`src/rtl/alu_seq_exec.sv`:
```
// Multi-cycle ALU: single-cycle logic/arith ops, bit-serial shifts and a shift-add multiplier.
// One request in flight at a time; the result is held until the consumer takes it.
module alu_seq_exec #(
    parameter int unsigned WIDTH   = 32,
    parameter int unsigned SHAMT_W = 5
) (
    input  logic               clk,
    input  logic               reset,
    input  logic               in_valid,
    output logic               in_ready,
    input  logic [2:0]         alu_operation,
    input  logic [5:0]         function_code,
    input  logic [WIDTH-1:0]   op_a,
    input  logic [WIDTH-1:0]   op_b,
    input  logic [SHAMT_W-1:0] shamt,
    output logic               out_valid,
    input  logic               out_ready,
    output logic [WIDTH-1:0]   result,
    output logic               zero,
    output logic               illegal
);

    localparam int unsigned CntW = SHAMT_W + 1;
    localparam logic [CntW-1:0] MulIters = CntW'(WIDTH);
    localparam logic [CntW-1:0] CntOne   = CntW'(1);

    typedef enum logic [1:0] {StIdle, StShift, StMul, StDone} state_e;
    typedef enum logic [2:0] {OpAdd, OpSub, OpAnd, OpOr, OpSlt, OpSll, OpSrl, OpMul} op_e;

    state_e           state_q, state_d;
    logic [WIDTH-1:0] result_q, result_d;
    logic [WIDTH-1:0] mcand_q, mcand_d;
    logic [WIDTH-1:0] mplier_q, mplier_d;
    logic [CntW-1:0]  count_q, count_d;
    logic             left_q, left_d;
    logic             illegal_q, illegal_d;

    op_e              dec_op;
    logic             dec_illegal;
    logic [WIDTH-1:0] alu_res;

    // Undecodable encodings fall back to add and flag illegal.
    always_comb begin
        dec_op      = OpAdd;
        dec_illegal = 1'b0;
        case (alu_operation)
            3'b000, 3'b100: dec_op = OpAdd;
            3'b001:         dec_op = OpSub;
            3'b101:         dec_op = OpAnd;
            3'b111:         dec_op = OpOr;
            3'b010: begin
                case (function_code)
                    6'b100000: dec_op = OpAdd;
                    6'b100010: dec_op = OpSub;
                    6'b100100: dec_op = OpAnd;
                    6'b100101: dec_op = OpOr;
                    6'b101010: dec_op = OpSlt;
                    6'b000000: dec_op = OpSll;
                    6'b000001: dec_op = OpSrl;
                    6'b011000: dec_op = OpMul;
                    default:   dec_illegal = 1'b1;
                endcase
            end
            default: dec_illegal = 1'b1;
        endcase
    end

    always_comb begin
        alu_res = op_a + op_b;
        case (dec_op)
            OpSub:   alu_res = op_a - op_b;
            OpAnd:   alu_res = op_a & op_b;
            OpOr:    alu_res = op_a | op_b;
            OpSlt:   alu_res = WIDTH'($signed(op_a) < $signed(op_b));
            default: alu_res = op_a + op_b;
        endcase
    end

    always_comb begin
        state_d   = state_q;
        result_d  = result_q;
        mcand_d   = mcand_q;
        mplier_d  = mplier_q;
        count_d   = count_q;
        left_d    = left_q;
        illegal_d = illegal_q;
        unique case (state_q)
            StIdle: begin
                if (in_valid) begin
                    illegal_d = dec_illegal;
                    case (dec_op)
                        OpSll, OpSrl: begin
                            result_d = op_a;
                            left_d   = (dec_op == OpSll);
                            count_d  = {1'b0, shamt};
                            state_d  = (shamt == '0) ? StDone : StShift;
                        end
                        OpMul: begin
                            result_d = '0;
                            mcand_d  = op_a;
                            mplier_d = op_b;
                            count_d  = MulIters;
                            state_d  = StMul;
                        end
                        default: begin
                            result_d = alu_res;
                            state_d  = StDone;
                        end
                    endcase
                end
            end
            StShift: begin
                result_d = left_q ? (result_q << 1) : (result_q >> 1);
                count_d  = count_q - CntOne;
                if (count_q == CntOne) state_d = StDone;
            end
            StMul: begin
                // Low WIDTH bits only; bits shifted out of mcand cannot reach the low half.
                if (mplier_q[0]) result_d = result_q + mcand_q;
                mcand_d  = mcand_q << 1;
                mplier_d = mplier_q >> 1;
                count_d  = count_q - CntOne;
                if (count_q == CntOne) state_d = StDone;
            end
            StDone: begin
                if (out_ready) state_d = StIdle;
            end
        endcase
    end

    always_ff @(posedge clk) begin
        if (reset) begin
            state_q   <= StIdle;
            result_q  <= '0;
            mcand_q   <= '0;
            mplier_q  <= '0;
            count_q   <= '0;
            left_q    <= 1'b0;
            illegal_q <= 1'b0;
        end else begin
            state_q   <= state_d;
            result_q  <= result_d;
            mcand_q   <= mcand_d;
            mplier_q  <= mplier_d;
            count_q   <= count_d;
            left_q    <= left_d;
            illegal_q <= illegal_d;
        end
    end

    assign in_ready  = (state_q == StIdle);
    assign out_valid = (state_q == StDone);
    assign result    = result_q;
    assign zero      = (result_q == '0);
    assign illegal   = illegal_q;

endmodule
```
`config.mk`:
```
export PLATFORM = sky130hd
export DESIGN_NAME = alu_seq_exec
export DESIGN_NICKNAME = d
export VERILOG_FILES = /design/src/rtl/alu_seq_exec.sv
export SDC_FILE = /design/constraint.sdc
export NUM_CORES = 1
export LEC_CHECK = 0
export ABC_AREA = 1
export CORE_MARGIN = 10
export CORE_UTILIZATION = 45
export DETAILED_ROUTE_END_ITERATION = 10
export MAX_ROUTING_LAYER = met4
export PLACE_DENSITY = 0.67
export SETUP_SLACK_MARGIN = 0.4
export SYNTH_ARGS = -nofsm -noshare
export SYNTH_HDL_FRONTEND = slang
export SYNTH_SLANG_ARGS = --single-unit
```
`constraint.sdc`:
```
create_clock -name clk -period 3.2 [get_ports clk]
set_clock_uncertainty 0.1 [all_clocks]
set_input_delay 0.32 -clock clk [delete_from_list [all_inputs] [get_ports clk]]
set_output_delay 0.32 -clock clk [all_outputs]
set_load 0.005 [all_outputs]
```
Word level (Yosys, flattened, before mapping)
Index checks and enable logic that the tools add are counted.
{"block": "totals", "register_bits": 106, "input_bits": 82, "wordCells": 86}
{"block": "classes", "n_addsub": 4, "order_cmp": 1, "eq_ne": 29, "mux": 25, "n_bitwise": 2, "reduce_logical": 18}
{"op": "$mux W32", "n": 7}
{"op": "$pmux W32 S2", "n": 3}
{"op": "$pmux W32 S4", "n": 1}
{"op": "$pmux W32 S3", "n": 1}
{"op": "$add A32 B32 Y32", "n": 2}
{"op": "$and A32 B32 Y32", "n": 1}
{"op": "$logic_not A32 Y1", "n": 1}
{"op": "$lt A32 B32 Y1", "n": 1}
{"op": "$or A32 B32 Y32", "n": 1}
{"op": "$sub A32 B32 Y32", "n": 1}
{"op": "$eq A6 B6 Y1 const B", "n": 5}
{"op": "$pmux W6 S2", "n": 2}
{"op": "$eq A3 B3 Y1 const B", "n": 7}
{"op": "$pmux W3 S7", "n": 1}
{"op": "$reduce_and A3 Y1", "n": 5}
{"op": "$eq A6 B1 Y1 const B", "n": 2}
{"op": "$pmux W3 S4", "n": 1}
{"op": "$eq A3 B2 Y1 const B", "n": 3}
{"op": "$mux W2", "n": 4}
{"op": "$reduce_or A8 Y1", "n": 1}
{"op": "$eq A3 B1 Y1 const B", "n": 2}
{"op": "$eq A6 B5 Y1 const B", "n": 1}
{"op": "$logic_not A6 Y1", "n": 1}
{"op": "$mux W6", "n": 1}
{"op": "other kinds (18)", "n": 24}

Depth between registers and ports, before layout
{"block": "depth", "word_depth": 8, "ltp_mapped": 19, "depth_no_buf": 19}

Worst setup path before layout
OpenSTA, ideal clock, no wires.
{"block": "synth_timing", "path_kind": "register to register", "startpoint": "reg result_q[0], in the netlist result[0]", "endpoint": "reg result_q[22], in the netlist result[22]", "setup_time_ps": 128, "arrival_ps": 2109, "t_required_ps": 2972, "slack_ps": 862, "path_stages_with_launch": 16, "synth_period_minus_slack_ps": 2338, "cell_sequence": "dfxtp_1 -> ha_1 -> fa_1 -> nand3_1 -> nand2_1 -> inv_1 -> o21ai_0 -> nand2_1 -> nand3_1 -> nand2_1 -> nand2_1 -> or2_2 -> nand3_1 -> nand2_1 -> o21ai_1 -> a21oi_1"}
{"block": "synth_via", "elab_chain_cells": 3}
{"item": "start, declared", "line_no": "31", "source": "logic [WIDTH-1:0] result_q, result_d;"}
{"item": "start signal, assigned", "line_no": "142", "source": "result_q <= result_d;"}
{"item": "$add A32 B32 Y32", "line_no": "119", "source": "if (mplier_q[0]) result_d = result_q + mcand_q;"}
{"item": "$mux W32", "line_no": "119"}
{"item": "$pmux W32 S3", "line_no": "87", "source": "unique case (state_q)"}
No other way between the ends. The select of a mux whose other input is x is not followed.
A chain may end at the register's enable or synchronous reset.

Worst setup path in the final report
{"block": "layout_timing", "startpoint": "in op_a[7]", "endpoint": "reg result_q[0], in the netlist result[0]"}
{"block": "layout_via", "elab_chain_cells": 5}
{"item": "start, declared", "line_no": "13", "source": "input logic [WIDTH-1:0] op_a,"}
{"item": "$lt A32 B32 Y1", "line_no": "74", "source": "OpSlt: alu_res = WIDTH'($signed(op_a) < $signed(op_b));"}
{"item": "$pmux W32 S4", "line_no": "70", "source": "case (dec_op)"}
{"item": "$pmux W32 S2", "line_no": "91", "source": "case (dec_op)"}
{"item": "$mux W32", "line_no": "89", "source": "if (in_valid) begin"}
{"item": "$pmux W32 S3", "line_no": "87"}
No other way between the ends. The select of a mux whose other input is x is not followed.

==> results.txt <==
Routability Congestion -> 1.065
Hold_buf cts -> 0
Largest net degree at the start of global routing -> 122
Adder-cell share of the synthesized area -> 0.1278
Minimum clock period -> 2.739 ns
PortBufs -> 117
Status -> finished, final reports clean
Residual DRC -> 0
Final setup viols -> 0
Slowest Stage Delay on Critical Path -> 0.53 ns
HPWL Detailed -> 48.65 mm
Die Area -> 37300 um2
Starting Density -> 0.4551
DR WL/cell -> 20.23 um
Drt initial violations -> 1648
Core Box Area -> 29640 um2
First-pass GRT wire length -> 90.51 mm
Simple-gate area share of the yosys netlist -> 0.3462
Post-route setup slack -> 0.4613 ns
Leakage -> 8.369 nW
CTS Root Cell -> clkbuf_16
Grt total ovfl -> 0
# IOs -> 118
Number of synthesized flops with an enable pin -> 0
MaxCap Viol Count -> 0
Htree depth -> 3
CP startpoint kind -> primary input
Top cell by count, worst path -> nand2_1
Syn nets -> 2579
Synth Warn # -> 0
Top cells by area, synth -> nand2_1 (18%), dfxtp_1 (16%), ha_1 (12%)
Clock sink count -> 106
Seq cells post-synth -> 106
Nets -> 2819
Worst-path fanout max -> 8
Antenna diode count -> 0
Worst-Margin Slew -> 1.108 ns
Crit. End Element -> register
Main synth FF type -> dfxtp_1
Max VDD drop -> 1.032 mV
Share of layout cells above drive strength 1 -> 0.1332
Worst path arrival time -> 2.89 ns
CTS tree -> yes
Max Slew Vio Count -> 0
Post-Syn Area per Cell -> 5.713 um2
DR pass1 iterations -> 6
Mapped Area -> 13490 um2
Skew-Pair Late Insertion Delay -> 0.37 ns
Antenna-violating nets left -> 0
Largest family of logic cells by synthesized area -> simple AND/OR/NAND/NOR gates
Total number of vias -> 17.03k
Die width -> 193.1 um
Total CTS buffers -> 9
Slowest stage cell, crit path -> clkdlybuf4s50_1
Worst min path class -> in2reg
Initial antenna violation count -> 0
Crit path cell chain -> clkdlybuf4s50_1, inv_1, ha_4, buf_4, o21ai_1, a21oi_1, nand2_2, nand2_2, nand2_2, nand3_2, nand2_1, nand2_1, nand2_4, nor2_4, nor2_1, nand2_1, nand2_1, a21oi_1
DP Worst Slack -> -0.3053 ns
Buf/Inv on CP -> 3
Compound-Gate Fraction of Synth Area -> 0.2337
Max Freq -> 365.1 MHz
Hold Violations, Final -> 0
Seq/Total Area, Yosys -> 0.1573
GRT Total Usage -> 0.3232
Clk buf depth -> 2
Area leader, netlist -> nand2_1
Worst hold slack -> 0.2327 ns
Synth-to-Final Area Change -> 27.04%
Final core occ -> 0.5782
Critical path class -> in2reg
Cells after synthesis -> 2361
Post-synthesis xor/xnor area fraction -> 0.01623
Slew HR -> 0.2610
Clock transition at path regs -> 0.08 ns
Synth top area share -> 0.1823
Vias per cell -> 5.685
Row count -> 63
Power Dens Cells -> 647.6 nW/um2
RSZ-0062 raised after global routing -> yes
DIE HEIGHT -> 193.1 um
Routed wire length -> 60.60 mm
Number of global-route vias before repair -> 15.72k
Final Cycle Share -> 0.8559
Total power -> 11.10 mW
Multiplexer share of the synthesized area -> 0
Netlist cell types -> 44
Sum Neg Setup Slack -> 0 ns
Worst Path Required -> 3.35 ns
Delay-heaviest family, CP -> simple AND/OR/NAND/NOR gates
Asr flop ratio synth -> 0
worst paths after layout:
check,end,slack (ns),startpoint,cells after the start
min reg2reg,mplier_q[31]$_SDFFE_PP0P_,0.37,mplier_q[31]$_SDFFE_PP0P_,2
max reg2reg,result[23]$_SDFFE_PP0P_,0.52,result[17]$_SDFFE_PP0P_,11
max,result[0]$_SDFFE_PP0P_,0.46,op_a[7],18
min,mplier_q[0]$_SDFFE_PP0P_,0.23,op_b[0],3
cells by family (layout without fill, tap and decap cells):
group	after synthesis	count (layout)
AOI/OAI and AO/OA	572	572
xor gates and xnor gates	25	25
adders and majority gates	136	136
buffers and inverters	393	637
DFF	106	106
and+or+nand+nor	1129	1130
through the flow:
step / instance area [um2] / cells
2_1_floorplan: 13490 / 2361
3_3_place_gp: 16240 / 2966
3_5_place_dp: 16240 / 2966
4_1_cts: 16570 / 2982
5_1_grt: 17140 / 2996
6_report: 17140 / 2996
tightest hold or removal path, stage by stage:
cell and delay (ns):
dlymetal6s2s_1 0.17, nand2_1 0.09, a31oi_1 0.07
cells in the final DEF (no fill, tap or decap), drive strengths merged, types with 2 or more instances in the layout:
cell type,count
dfxtp,106
clkinv,4
clkinvlp,2
a21o,6
nor4,10
xor2,22
nand3,156
clkdlybuf4s50,108
nand2,662
a21boi,3
a31oi,32
buf,205
o21bai,18
nand4,29
clkbuf,9
a21oi,233
o211ai,8
ha,133
a221oi,30
o21a,9
nor2,233
o21ai,230
nor3,25
fa,3
dlymetal6s2s,8
inv,300
nand3b,4
xnor2,3
or2,9
power by group:
group / leakage, nW / switching, mW / internal, mW / total [mW]
combinational: 7.36 / 4.59 / 2.84 / 7.43
sequential: 0.874 / 0.613 / 1.94 / 2.55
clock: 0.136 / 0.575 / 0.543 / 1.12
registers in the layout, summed over array words and instances (netlist names):
| name | cells |
|---|---|
| count_q | 6 |
| illegal | 1 |
| left_q | 1 |
| mcand_q | 32 |
| mplier_q | 32 |
| result | 32 |
| state_q | 2 |
synthesized netlist by cell type, types with 4 or more instances:
library cell and instances:
ha_1 133, or2_2 9, buf_6 9, o21a_1 9, o21bai_1 18, o211ai_1 8
a31oi_1 32, dfxtp_1 106, buf_2 18, nor3_1 25, buf_4 8, nand2_2 5
xor2_1 22, nor2_1 227, a221oi_1 30, a21o_1 6, nand2_1 655, a21oi_1 233
nand3b_1 4, nand3_1 156, nand4_1 29, clkbuf_1 56, o21ai_1 26, nor4_1 10
o21ai_0 203, inv_1 294
layout make-up:
class | instances | area (um2)
fill | 3027 | 12500
multi-input combinational | 1863 | 10240
timing repair buffer | 322 | 2865
sequential | 106 | 2122
inverter | 299 | 1136
tap | 390 | 488.0
clock buffer | 9 | 225.2
clock inverter | 7 | 62.56
metal layers:
metal	vias up	wire, um	global-route usage
met4	0	3383	0.1651
li1	8277	-	-
met5	-	0	-
met3	142	4506	0.03849
met2	807	26930	0.4981
met1	7806	25790	0.4096
timing repair:
item,4_1_cts,5_1_grt
setup buffers,0,13
setup endpoints to repair,29,90
resized for setup,20,117
hold endpoints to repair,0,0
pin swaps,1,4
gates cloned,0,1
No activity file was read; power rests on OpenSTA's default activity.
